===== config.mk =====
export PLATFORM = sky130hd
export DESIGN_NAME = alu_ctrl_muldiv_flat
export DESIGN_NICKNAME = d
export VERILOG_FILES = /design/src/rtl/alu_ctrl_muldiv_if.sv /design/src/rtl/alu_ctrl_muldiv.sv /design/src/flat_wrapper.sv
export SDC_FILE = /design/constraint.sdc
export NUM_CORES = 1
export LEC_CHECK = 0
export ABC_CLOCK_PERIOD_IN_PS = 7100
export CAP_MARGIN = 30
export CORE_UTILIZATION = 60
export CTS_BUF_LIST = sky130_fd_sc_hd__clkbuf_4 sky130_fd_sc_hd__clkbuf_8
export CTS_CLUSTER_SIZE = 28
export DETAILED_ROUTE_END_ITERATION = 12
export GPL_ROUTABILITY_DRIVEN = 0
export GPL_TIMING_DRIVEN = 0
export PLACE_DENSITY_LB_ADDON = 0.3
export SLEW_MARGIN = 30
export SYNTH_ARGS = -nofsm -noshare
export SYNTH_HDL_FRONTEND = slang
export SYNTH_SLANG_ARGS = --single-unit

===== constraint.sdc =====
create_clock -name clk -period 7.1 [get_ports clk]
set_input_delay 1.065 -clock clk [delete_from_list [all_inputs] [get_ports clk]]
set_output_delay 1.065 -clock clk [all_outputs]
set_load 0.05 [all_outputs]

===== src/rtl/alu_ctrl_muldiv_if.sv =====
// Bundle of decode inputs, operands and sequencer results exchanged between
// the main control / EX stage and the ALU control multiply/divide unit.
interface alu_ctrl_muldiv_if #(
  parameter int unsigned WIDTH = 32,
  parameter int unsigned OPW   = 6
);
  logic [2:0]       alu_op;
  logic [5:0]       funct;
  logic             valid_in;
  logic [WIDTH-1:0] a;
  logic [WIDTH-1:0] b;
  logic [OPW-1:0]   operation;
  logic             illegal;
  logic             ready;
  logic             busy;
  logic             done;
  logic [WIDTH-1:0] hi;
  logic [WIDTH-1:0] lo;

  modport master (
    output alu_op, funct, valid_in, a, b,
    input  operation, illegal, ready, busy, done, hi, lo
  );

  modport slave (
    input  alu_op, funct, valid_in, a, b,
    output operation, illegal, ready, busy, done, hi, lo
  );
endinterface


===== src/rtl/alu_ctrl_muldiv.sv =====
// ALU control decode plus iterative shift-add multiply / restoring divide
// sequencer with HI/LO registers. Optional macro: SIGNED_MULDIV_EN.
module alu_ctrl_muldiv #(
  parameter int unsigned WIDTH = 32,
  parameter int unsigned OPW   = 6
) (
  input  logic             clk,
  input  logic             rst_n,
  alu_ctrl_muldiv_if.slave bus
);
  localparam int unsigned CW = (WIDTH > 2) ? $clog2(WIDTH) : 1;
  localparam logic [OPW-1:0] OP_ADD = OPW'(27);
  localparam logic [OPW-1:0] OP_SUB = OPW'(28);
  localparam logic [OPW-1:0] OP_MUL = OPW'(33);
  localparam logic [OPW-1:0] OP_DIV = OPW'(34);
  localparam logic [5:0] FUNCT_FIRST = 6'd21;
  localparam logic [5:0] FUNCT_LAST  = 6'd28;
  localparam logic [5:0] FUNCT_TO_OP = 6'd6;

  typedef enum logic [1:0] {S_IDLE, S_MUL, S_DIV, S_FIN} state_t;

  state_t             r_state;
  state_t             w_state_nxt;
  logic [OPW-1:0]     w_op;
  logic               w_illegal;
  logic               w_start;
  logic               w_start_div;
  logic               w_div_zero;
  logic [WIDTH-1:0]   w_mag_a;
  logic [WIDTH-1:0]   w_mag_b;
  logic [WIDTH-1:0]   r_a;
  logic [WIDTH-1:0]   r_b;
  logic [2*WIDTH-1:0] r_acc;
  logic [CW-1:0]      r_cnt;
  logic [WIDTH-1:0]   r_hi;
  logic [WIDTH-1:0]   r_lo;
  logic               r_done;
  logic [WIDTH:0]     w_sum;
  logic [WIDTH:0]     w_partial;
  logic               w_ge;
  logic [WIDTH-1:0]   w_diff;
  logic [2*WIDTH-1:0] w_mul_nxt;
  logic [2*WIDTH-1:0] w_div_nxt;
`ifdef SIGNED_MULDIV_EN
  logic               r_neg_q;
  logic               r_neg_r;
  logic               r_is_div;
  logic               r_dz;
`endif

  // Combinational ALUOp/funct decode
  always_comb begin
    w_op      = '0;
    w_illegal = 1'b1;
    case (bus.alu_op)
      3'b000: begin
        w_op      = OP_ADD;
        w_illegal = 1'b0;
      end
      3'b001, 3'b101: begin
        w_op      = OP_SUB;
        w_illegal = 1'b0;
      end
      3'b010: begin
        if (bus.funct >= FUNCT_FIRST && bus.funct <= FUNCT_LAST) begin
          w_op      = OPW'(bus.funct + FUNCT_TO_OP);
          w_illegal = 1'b0;
        end
      end
      default: begin
        w_op      = '0;
        w_illegal = 1'b1;
      end
    endcase
  end

  assign w_start     = bus.valid_in && (r_state == S_IDLE) && ((w_op == OP_MUL) || (w_op == OP_DIV));
  assign w_start_div = (w_op == OP_DIV);
  assign w_div_zero  = (bus.b == '0);

`ifdef SIGNED_MULDIV_EN
  assign w_mag_a = bus.a[WIDTH-1] ? -bus.a : bus.a;
  assign w_mag_b = bus.b[WIDTH-1] ? -bus.b : bus.b;
`else
  assign w_mag_a = bus.a;
  assign w_mag_b = bus.b;
`endif

  // Shift-add step: r_b holds the remaining multiplier bits, LSB first
  assign w_sum     = {1'b0, r_acc[2*WIDTH-1:WIDTH]} + (r_b[0] ? {1'b0, r_a} : '0);
  assign w_mul_nxt = {w_sum, r_acc[WIDTH-1:1]};

  // Restoring step: r_a feeds dividend bits MSB first, r_acc = {remainder, quotient}
  assign w_partial = {r_acc[2*WIDTH-1:WIDTH], r_a[WIDTH-1]};
  assign w_ge      = (w_partial >= {1'b0, r_b});
  assign w_diff    = w_partial[WIDTH-1:0] - r_b;
  assign w_div_nxt = {(w_ge ? w_diff : w_partial[WIDTH-1:0]), r_acc[WIDTH-2:0], w_ge};

  always_ff @(posedge clk) begin
    if (!rst_n) r_state <= S_IDLE;
    else        r_state <= w_state_nxt;
  end

  always_comb begin
    w_state_nxt = r_state;
    case (r_state)
      S_IDLE: begin
        if (w_start) begin
          if (!w_start_div)   w_state_nxt = S_MUL;
          else if (w_div_zero) w_state_nxt = S_FIN;
          else                 w_state_nxt = S_DIV;
        end
      end
      S_MUL, S_DIV: begin
        if (r_cnt == '0) w_state_nxt = S_FIN;
      end
      S_FIN:   w_state_nxt = S_IDLE;
      default: w_state_nxt = S_IDLE;
    endcase
  end

  // Operand capture, iteration datapath and HI/LO write-back
  always_ff @(posedge clk) begin
    if (!rst_n) begin
      r_a    <= '0;
      r_b    <= '0;
      r_acc  <= '0;
      r_cnt  <= '0;
      r_hi   <= '0;
      r_lo   <= '0;
      r_done <= 1'b0;
`ifdef SIGNED_MULDIV_EN
      r_neg_q  <= 1'b0;
      r_neg_r  <= 1'b0;
      r_is_div <= 1'b0;
      r_dz     <= 1'b0;
`endif
    end else begin
      r_done <= (r_state == S_FIN);
      case (r_state)
        S_IDLE: begin
          if (w_start) begin
            r_a   <= w_mag_a;
            r_b   <= w_mag_b;
            r_cnt <= CW'(WIDTH - 1);
            r_acc <= (w_start_div && w_div_zero) ? {bus.a, {WIDTH{1'b1}}} : '0;
`ifdef SIGNED_MULDIV_EN
            r_neg_q  <= bus.a[WIDTH-1] ^ bus.b[WIDTH-1];
            r_neg_r  <= bus.a[WIDTH-1];
            r_is_div <= w_start_div;
            r_dz     <= w_start_div && w_div_zero;
`endif
          end
        end
        S_MUL: begin
          r_acc <= w_mul_nxt;
          r_b   <= r_b >> 1;
          r_cnt <= r_cnt - CW'(1);
        end
        S_DIV: begin
          r_acc <= w_div_nxt;
          r_a   <= r_a << 1;
          r_cnt <= r_cnt - CW'(1);
        end
        S_FIN: begin
`ifdef SIGNED_MULDIV_EN
          if (r_dz) begin
            {r_hi, r_lo} <= r_acc;
          end else if (!r_is_div) begin
            {r_hi, r_lo} <= r_neg_q ? -r_acc : r_acc;
          end else begin
            r_lo <= r_neg_q ? -r_acc[WIDTH-1:0] : r_acc[WIDTH-1:0];
            r_hi <= r_neg_r ? -r_acc[2*WIDTH-1:WIDTH] : r_acc[2*WIDTH-1:WIDTH];
          end
`else
          r_hi <= r_acc[2*WIDTH-1:WIDTH];
          r_lo <= r_acc[WIDTH-1:0];
`endif
        end
        default: r_done <= 1'b0;
      endcase
    end
  end

  assign bus.operation = w_op;
  assign bus.illegal   = w_illegal;
  assign bus.ready     = (r_state == S_IDLE);
  assign bus.busy      = (r_state == S_MUL) || (r_state == S_DIV);
  assign bus.done      = r_done;
  assign bus.hi        = r_hi;
  assign bus.lo        = r_lo;
endmodule


===== src/flat_wrapper.sv =====
// flat-port wrapper written by rule: the top's interface ports become plain ports
module alu_ctrl_muldiv_flat 
#(
  parameter int unsigned WIDTH = 32,
  parameter int unsigned OPW   = 6
)
  (clk, rst_n, bus_alu_op, bus_funct, bus_valid_in, bus_a, bus_b, bus_operation, bus_illegal, bus_ready, bus_busy, bus_done, bus_hi, bus_lo);
  alu_ctrl_muldiv_if #(.WIDTH(WIDTH), .OPW(OPW)) bus_i ();
  input  logic clk;
  input  logic rst_n;
  input wire logic [$bits(bus_i.alu_op)-1:0] bus_alu_op;
  input wire logic [$bits(bus_i.funct)-1:0] bus_funct;
  input wire logic [$bits(bus_i.valid_in)-1:0] bus_valid_in;
  input wire logic [$bits(bus_i.a)-1:0] bus_a;
  input wire logic [$bits(bus_i.b)-1:0] bus_b;
  output wire logic [$bits(bus_i.operation)-1:0] bus_operation;
  output wire logic [$bits(bus_i.illegal)-1:0] bus_illegal;
  output wire logic [$bits(bus_i.ready)-1:0] bus_ready;
  output wire logic [$bits(bus_i.busy)-1:0] bus_busy;
  output wire logic [$bits(bus_i.done)-1:0] bus_done;
  output wire logic [$bits(bus_i.hi)-1:0] bus_hi;
  output wire logic [$bits(bus_i.lo)-1:0] bus_lo;
  assign bus_i.alu_op = bus_alu_op;
  assign bus_i.funct = bus_funct;
  assign bus_i.valid_in = bus_valid_in;
  assign bus_i.a = bus_a;
  assign bus_i.b = bus_b;
  assign bus_operation = bus_i.operation;
  assign bus_illegal = bus_i.illegal;
  assign bus_ready = bus_i.ready;
  assign bus_busy = bus_i.busy;
  assign bus_done = bus_i.done;
  assign bus_hi = bus_i.hi;
  assign bus_lo = bus_i.lo;
  alu_ctrl_muldiv #(.WIDTH(WIDTH), .OPW(OPW)) u_core (.clk(clk), .rst_n(rst_n), .bus(bus_i));
endmodule

# Word-level counts from Yosys, hierarchy flattened

Cells that the tools add are included.

Register bits after elaboration: 200
Bits of input ports: 76
Output and inout bits: 74
Logic and storage cells: 67

Add/sub/neg operators: 4
Order comparisons: 3
Eq/ne operators: 10
Mux-type cells: 20
Reduce and logical (&&, ||, !) cells: 22

Operators with widths:

| cell                                                                                 | count |
|---|---|
| 64-bit one-hot mux with 3 select lines                                               | 1 |
| 32-bit two-way mux                                                                   | 4 |
| 64-bit two-way mux                                                                   | 2 |
| 32-bit one-hot mux with 2 select lines                                               | 2 |
| 32-bit by 33-bit adder with 33-bit output                                            | 1 |
| 33-bit by 32-bit greater-or-equal comparator with 1-bit output                       | 1 |
| 32-bit logical NOT                                                                   | 1 |
| 32-bit subtractor                                                                    | 1 |
| 6-bit one-hot mux with 3 select lines                                                | 1 |
| 6-bit == test (second input constant)                                                | 2 |
| 5-bit one-hot mux with 2 select lines                                                | 1 |
| 2-bit AND reduction                                                                  | 5 |
| 6-bit by 3-bit adder with 6-bit output (second input constant)                       | 1 |
| 6-bit by 5-bit greater-or-equal comparator with 1-bit output (second input constant) | 1 |
| 6-bit by 5-bit <= comparator with 1-bit output (second input constant)               | 1 |
| 2-bit two-way mux                                                                    | 3 |
| 6-bit two-way mux                                                                    | 1 |
| 2-bit one-hot mux with 3 select lines                                                | 1 |
| 2-bit nonzero test                                                                   | 3 |
| 5-bit logical NOT                                                                    | 1 |
| 5-bit two-way mux                                                                    | 1 |
| 5-bit by 1-bit subtractor with 5-bit output (second input constant)                  | 1 |
| 2-bit == test (second input constant)                                                | 2 |
| 1-bit logical AND                                                                    | 4 |
| 13 further kinds                                                                     | 17 |

# Depth between registers and ports, before layout

Depth after elaboration: 9
Mapped depth: 15
Depth with buffers taken out: 14

# Worst setup path after synthesis

OpenSTA, ideal clock, no wires.

Path kind: input -> output
Start: input bus_funct[1]
End: output bus_operation[4]
Arrival time: 2.814 ns
Required time: 6.035 ns
Setup slack: 3.221 ns
Stages: 5
Path buffers: 0
Cells stage by stage: o21ai_0 > xor2_1 > or3_1 > a21o_1 > nor2_1

Word-level cells in the longest chain between the ends: 4
Elaborated cells between the ends (all ways): 6
Those cells by class: 1 x add/sub; 2 x order compare; 2 x mux; 1 x reduce/logical

RTL lines:

| element                                                                                                                               | line                  | RTL |
|---|---|---|
| from (decl)                                                                                                                           | flat_wrapper.sv:12    | `input wire logic [$bits(bus_i.funct)-1:0] bus_funct;` |
| 6-bit by 5-bit greater-or-equal comparator with 1-bit output / 6-bit by 5-bit <= comparator with 1-bit output (equally long branches) | alu_ctrl_muldiv.sv:65 | `if (bus.funct >= FUNCT_FIRST && bus.funct <= FUNCT_LAST) begin` |
| 1-bit logical AND                                                                                                                     | alu_ctrl_muldiv.sv:65 |  |
| 6-bit two-way mux (*)                                                                                                                 | alu_ctrl_muldiv.sv:65 |  |
| 6-bit one-hot mux with 3 select lines (*)                                                                                             | alu_ctrl_muldiv.sv:55 | `case (bus.alu_op)` |
| to (decl)                                                                                                                             | flat_wrapper.sv:16    | `output wire logic [$bits(bus_i.operation)-1:0] bus_operation;` |

Mark *: on every way between the ends. The rest lies on a longest branch, timed or not.

# Final worst setup path

Start: input bus_funct[2]
End: output bus_operation[4]

Same word-level chain as after synthesis.

==> results.rst <==
.. list-table::
   :header-rows: 1

   * - Metric
     - Value
   * - Relative area change from synthesis to final layout
     - 17.4%
   * - Skew-Pair Late Insertion Delay
     - 500 ps
   * - First-pass GRT wire length
     - 60,500 microns
   * - Classification of the worst-slack hold path
     - flip-flop to flip-flop
   * - Util after Layout
     - 71.9%
   * - Number of I/O port buffers
     - 148
   * - Max-slew violation count
     - 0
   * - Worst endpoint required time
     - 6030 ps
   * - Antenna violations before repair
     - 1
   * - Clock transition at the register clock pins on the worst setup and hold paths after CTS
     - 110 ps
   * - Yosys Warn Count
     - 0
   * - Post-synthesis net count
     - 1,720
   * - Critical Path Sink Type
     - primary output
   * - Final Hold Fails
     - 0
   * - Std cell rows
     - 53
   * - Syn avg cell area
     - 8.20 sq um
   * - CTS Buf Count
     - 17
   * - Count of cells along the worst register-to-register path
     - 14
   * - Endpoint of the most critical register-to-register path
     - u_core.r_acc[61]
   * - Final worst path period need
     - 4450 ps
   * - Vertical die dimension
     - 148 microns
   * - Number of synthesized register bits
     - 200
   * - Total detailed-routing wirelength
     - 38,500 microns
   * - Number of setup violations in the final report
     - 0
   * - Worst path slowest cell
     - sky130_fd_sc_hd__clkdlybuf4s50_1
   * - Post-DR vias/cell
     - 6.25
   * - Post-synth EDFFs
     - 0
   * - Data arrival time of the critical path
     - 3380 ps
   * - Share of synthesized registers carrying an async set or reset
     - 0%
   * - Stage delay of the slowest cell on the critical path
     - 800 ps
   * - Maxcap violations
     - 0
   * - Static Leak
     - 6.29 nW
   * - Maximum resistive drop on vdd
     - 0.000262 V
   * - Most used flip-flop cell after synthesis
     - sky130_fd_sc_hd__dfxtp_1
   * - Run status
     - finished, final reports clean
   * - Hold-critical path endpoint
     - u_core.bus.lo[30]
   * - Router iterations before antenna repair
     - 9
   * - Final antenna-violating net count
     - 0
   * - Number of diodes added for antenna fixing
     - 0
   * - Die Outline Area
     - 0.0220 sq mm
   * - Gates resized, CTS repair
     - 0
   * - RSZ-0062 raised after global routing
     - no
   * - Relative slew slack
     - 38.5%
   * - Fraction of synthesized cell area taken by the top area cell type
     - 31.1%
   * - Fraction of the yosys area taken by sequential cells
     - 31.1%
   * - Aggregate global-route resource usage
     - 34.7%
   * - Critical Path Source Type
     - input pin
   * - Power per cell area
     - 499 mW/mm^2
   * - Total overflow reported by the global router
     - 0
   * - Area inside the core boundary
     - 0.0210 sq mm
   * - Tcrit/Tclk final
     - 62.6%
   * - Number of cells on the worst hold path
     - 2
   * - Start point of the critical path
     - bus_funct[2]
   * - Clock sinks
     - 200
   * - Worst-Margin Slew
     - 922 ps
   * - Chip Width
     - 148 microns
   * - Worst setup path class
     - input pin to primary output
   * - Wire length per cell after detailed routing
     - 19.0 microns
   * - Hold buffers post-CTS
     - 0
   * - Remaining design rule violation count
     - 0
   * - Worst-case clock buffer depth
     - 2
   * - Clock tree from TritonCTS
     - built
   * - Via count
     - 12,600
   * - H-tree levels
     - 4
   * - FF-to-FF setup slack
     - 3050 ps
   * - Reg-to-reg startpoint
     - u_core.r_b[0]
   * - Ordered cell list for the critical path
     - clkdlybuf4s50_1 -> o21ai_0 -> xor2_1 -> or3_1 -> a21o_1 -> nor2_1 -> clkdlybuf4s50_1
   * - Worst Hold Launch
     - u_core.bus.lo[30]
   * - Cells taking the most area after synthesis
     - sky130_fd_sc_hd__dfxtp_1, sky130_fd_sc_hd__mux2i_1, sky130_fd_sc_hd__ha_1, sky130_fd_sc_hd__nor2_1, sky130_fd_sc_hd__a21oi_1
   * - Maximum clock skew at final layout
     - 19.6 ps
   * - Fraction of layout instances using a drive strength above 1
     - 4.69%
   * - Vias in the first global route
     - 11,800
   * - Buffer count from post-CTS setup fixing
     - 0
   * - Largest net degree at the start of global routing
     - 22
   * - Synth Cell Area
     - 0.0129 sq mm
   * - Detailed Place HPWL
     - 29,000 microns
   * - Total Nets Final
     - 1,887
   * - Initial cell density of the core
     - 61.2%
   * - Number of design-rule violations left by the first detailed-router iteration
     - 1,145
   * - Area leader, netlist
     - sky130_fd_sc_hd__dfxtp_1
   * - Post-synth cell types
     - 72
   * - Number of standard cells after synthesis
     - 1,569
   * - Total negative slack
     - 0 ps
   * - CP dominant cell by count
     - sky130_fd_sc_hd__clkdlybuf4s50_1
   * - Top-level I/O count
     - 150
   * - Upper clock frequency limit
     - 225 MHz
   * - Max Fanout on Critical Path
     - 5
   * - Root buffer cell
     - sky130_fd_sc_hd__clkbuf_8
layer usage:
layer / up-vias / wire, microns / track usage [%]
li1: 5995 / - / -
met1: 5842 / 15200 / 43.2
met2: 661 / 17300 / 55.4
met3: 151 / 3970 / 7.30
met4: 0 / 1980 / 19.8
met5: - / 0 / 0
layout by cell type, fill, tap and decap left out, drive strengths merged, types with 22 or more instances in the layout:
| cell type | instances |
|---|---|
| inv | 67 |
| nand3 | 27 |
| a22o | 32 |
| o21ai | 111 |
| ha | 73 |
| nor2 | 161 |
| nand2 | 148 |
| o211a | 52 |
| mux2i | 129 |
| xnor2 | 34 |
| a211oi | 24 |
| dfxtp | 200 |
| and2 | 43 |
| clkdlybuf4s50 | 148 |
| a221oi | 22 |
| a21oi | 119 |
| clkbuf | 100 |
| a21o | 25 |
Yosys cell counts, drive strengths merged, types with 13 or more instances:
library cell and count:
nand4 16, buf 19, a21oi 119, o21ai 111, a221oi 22, a22o 32, a31oi 21, inv 60
o211a 52, nand3 27, a21o 25, nand2 148, mux2i 129, dfxtp 200, nor2 161, and2 43
o211ai 13, xnor2 34, mux2 15, xor2 18, ha 73, clkbuf 83, nor2b 13, a211oi 24
power breakdown:
group	internal [mW]	leakage, nW	switching (mW)	total (mW)
sequential	1.46	1.63	0.397	1.85
clock	0.271	0.201	0.486	0.757
combinational	1.98	4.46	2.94	4.92
total	3.71	6.29	3.83	7.53
worst max-delay path, delay by kind of cell:
| family | cells | cell delay [ps] |
|---|---|---|
| xor gates and xnor gates | 1 | 180 |
| buffers and inverters | 2 | 1330 |
| AOI/OAI and AO/OA | 2 | 350 |
| and+or+nand+nor | 2 | 460 |
worst max path at each step:
stage | endpoint | slack, ps | depth (start not counted)
after floorplan | bus_operation[4] | 3220 | 5
after CTS | bus_operation[4] | 2640 | 7
after global routing | bus_operation[3] | 2550 | 7
after global placement | bus_operation[4] | 2660 | 7
final | bus_operation[4] | 2650 | 7
after detailed placement | bus_operation[4] | 2650 | 7
registers in the layout, indices dropped and copies added (netlist names):
name / count
u_core.r_cnt: 5
u_core.bus.lo: 32
u_core.r_state: 2
u_core.bus.hi: 32
u_core.r_acc: 64
u_core.r_a: 32
u_core.bus.done: 1
u_core.r_b: 32
cells by family after synthesis:
kind of cell	Yosys count	synth area share (%)
adders and majority gates	75	7.41
muxes	144	11.4
DFF	200	31.1
buffers and inverters	162	5.00
AOI/OAI and AO/OA	468	25.0
xor gates and xnor gates	52	3.54
and+or+nand+nor	468	16.6
metrics by stage:
| stage | total power, mW | hold slack, ps | setup WS (ps) | area (sq um) | std cells |
|---|---|---|---|---|---|
| 4_1_cts | 7.39 | 510 | 2640 | 15100 | 2024 |
| 3_5_place_dp | 6.60 | 480 | 2650 | 14700 | 1992 |
| 3_3_place_gp | 6.49 | 471 | 2660 | 14700 | 1992 |
| 5_1_grt | 8.03 | 523 | 2550 | 15100 | 2024 |
| 6_report | 7.53 | 506 | 2650 | 15100 | 2024 |
| 2_1_floorplan | 5.42 | 466 | 3220 | 12900 | 1569 |
layout make-up:
| class | count | area, sq um |
|---|---|---|
| Multi-Input combinational cell | 1207 | 8220 |
| Fill cell | 1669 | 5920 |
| Sequential cell | 200 | 4000 |
| Timing Repair Buffer | 148 | 1480 |
| Buffer | 102 | 418 |
| Tap cell | 275 | 344 |
| Clock buffer | 17 | 234 |
| Inverter | 60 | 225 |
| Clock inverter | 15 | 176 |
No activity file was read; power rests on OpenSTA's default activity.
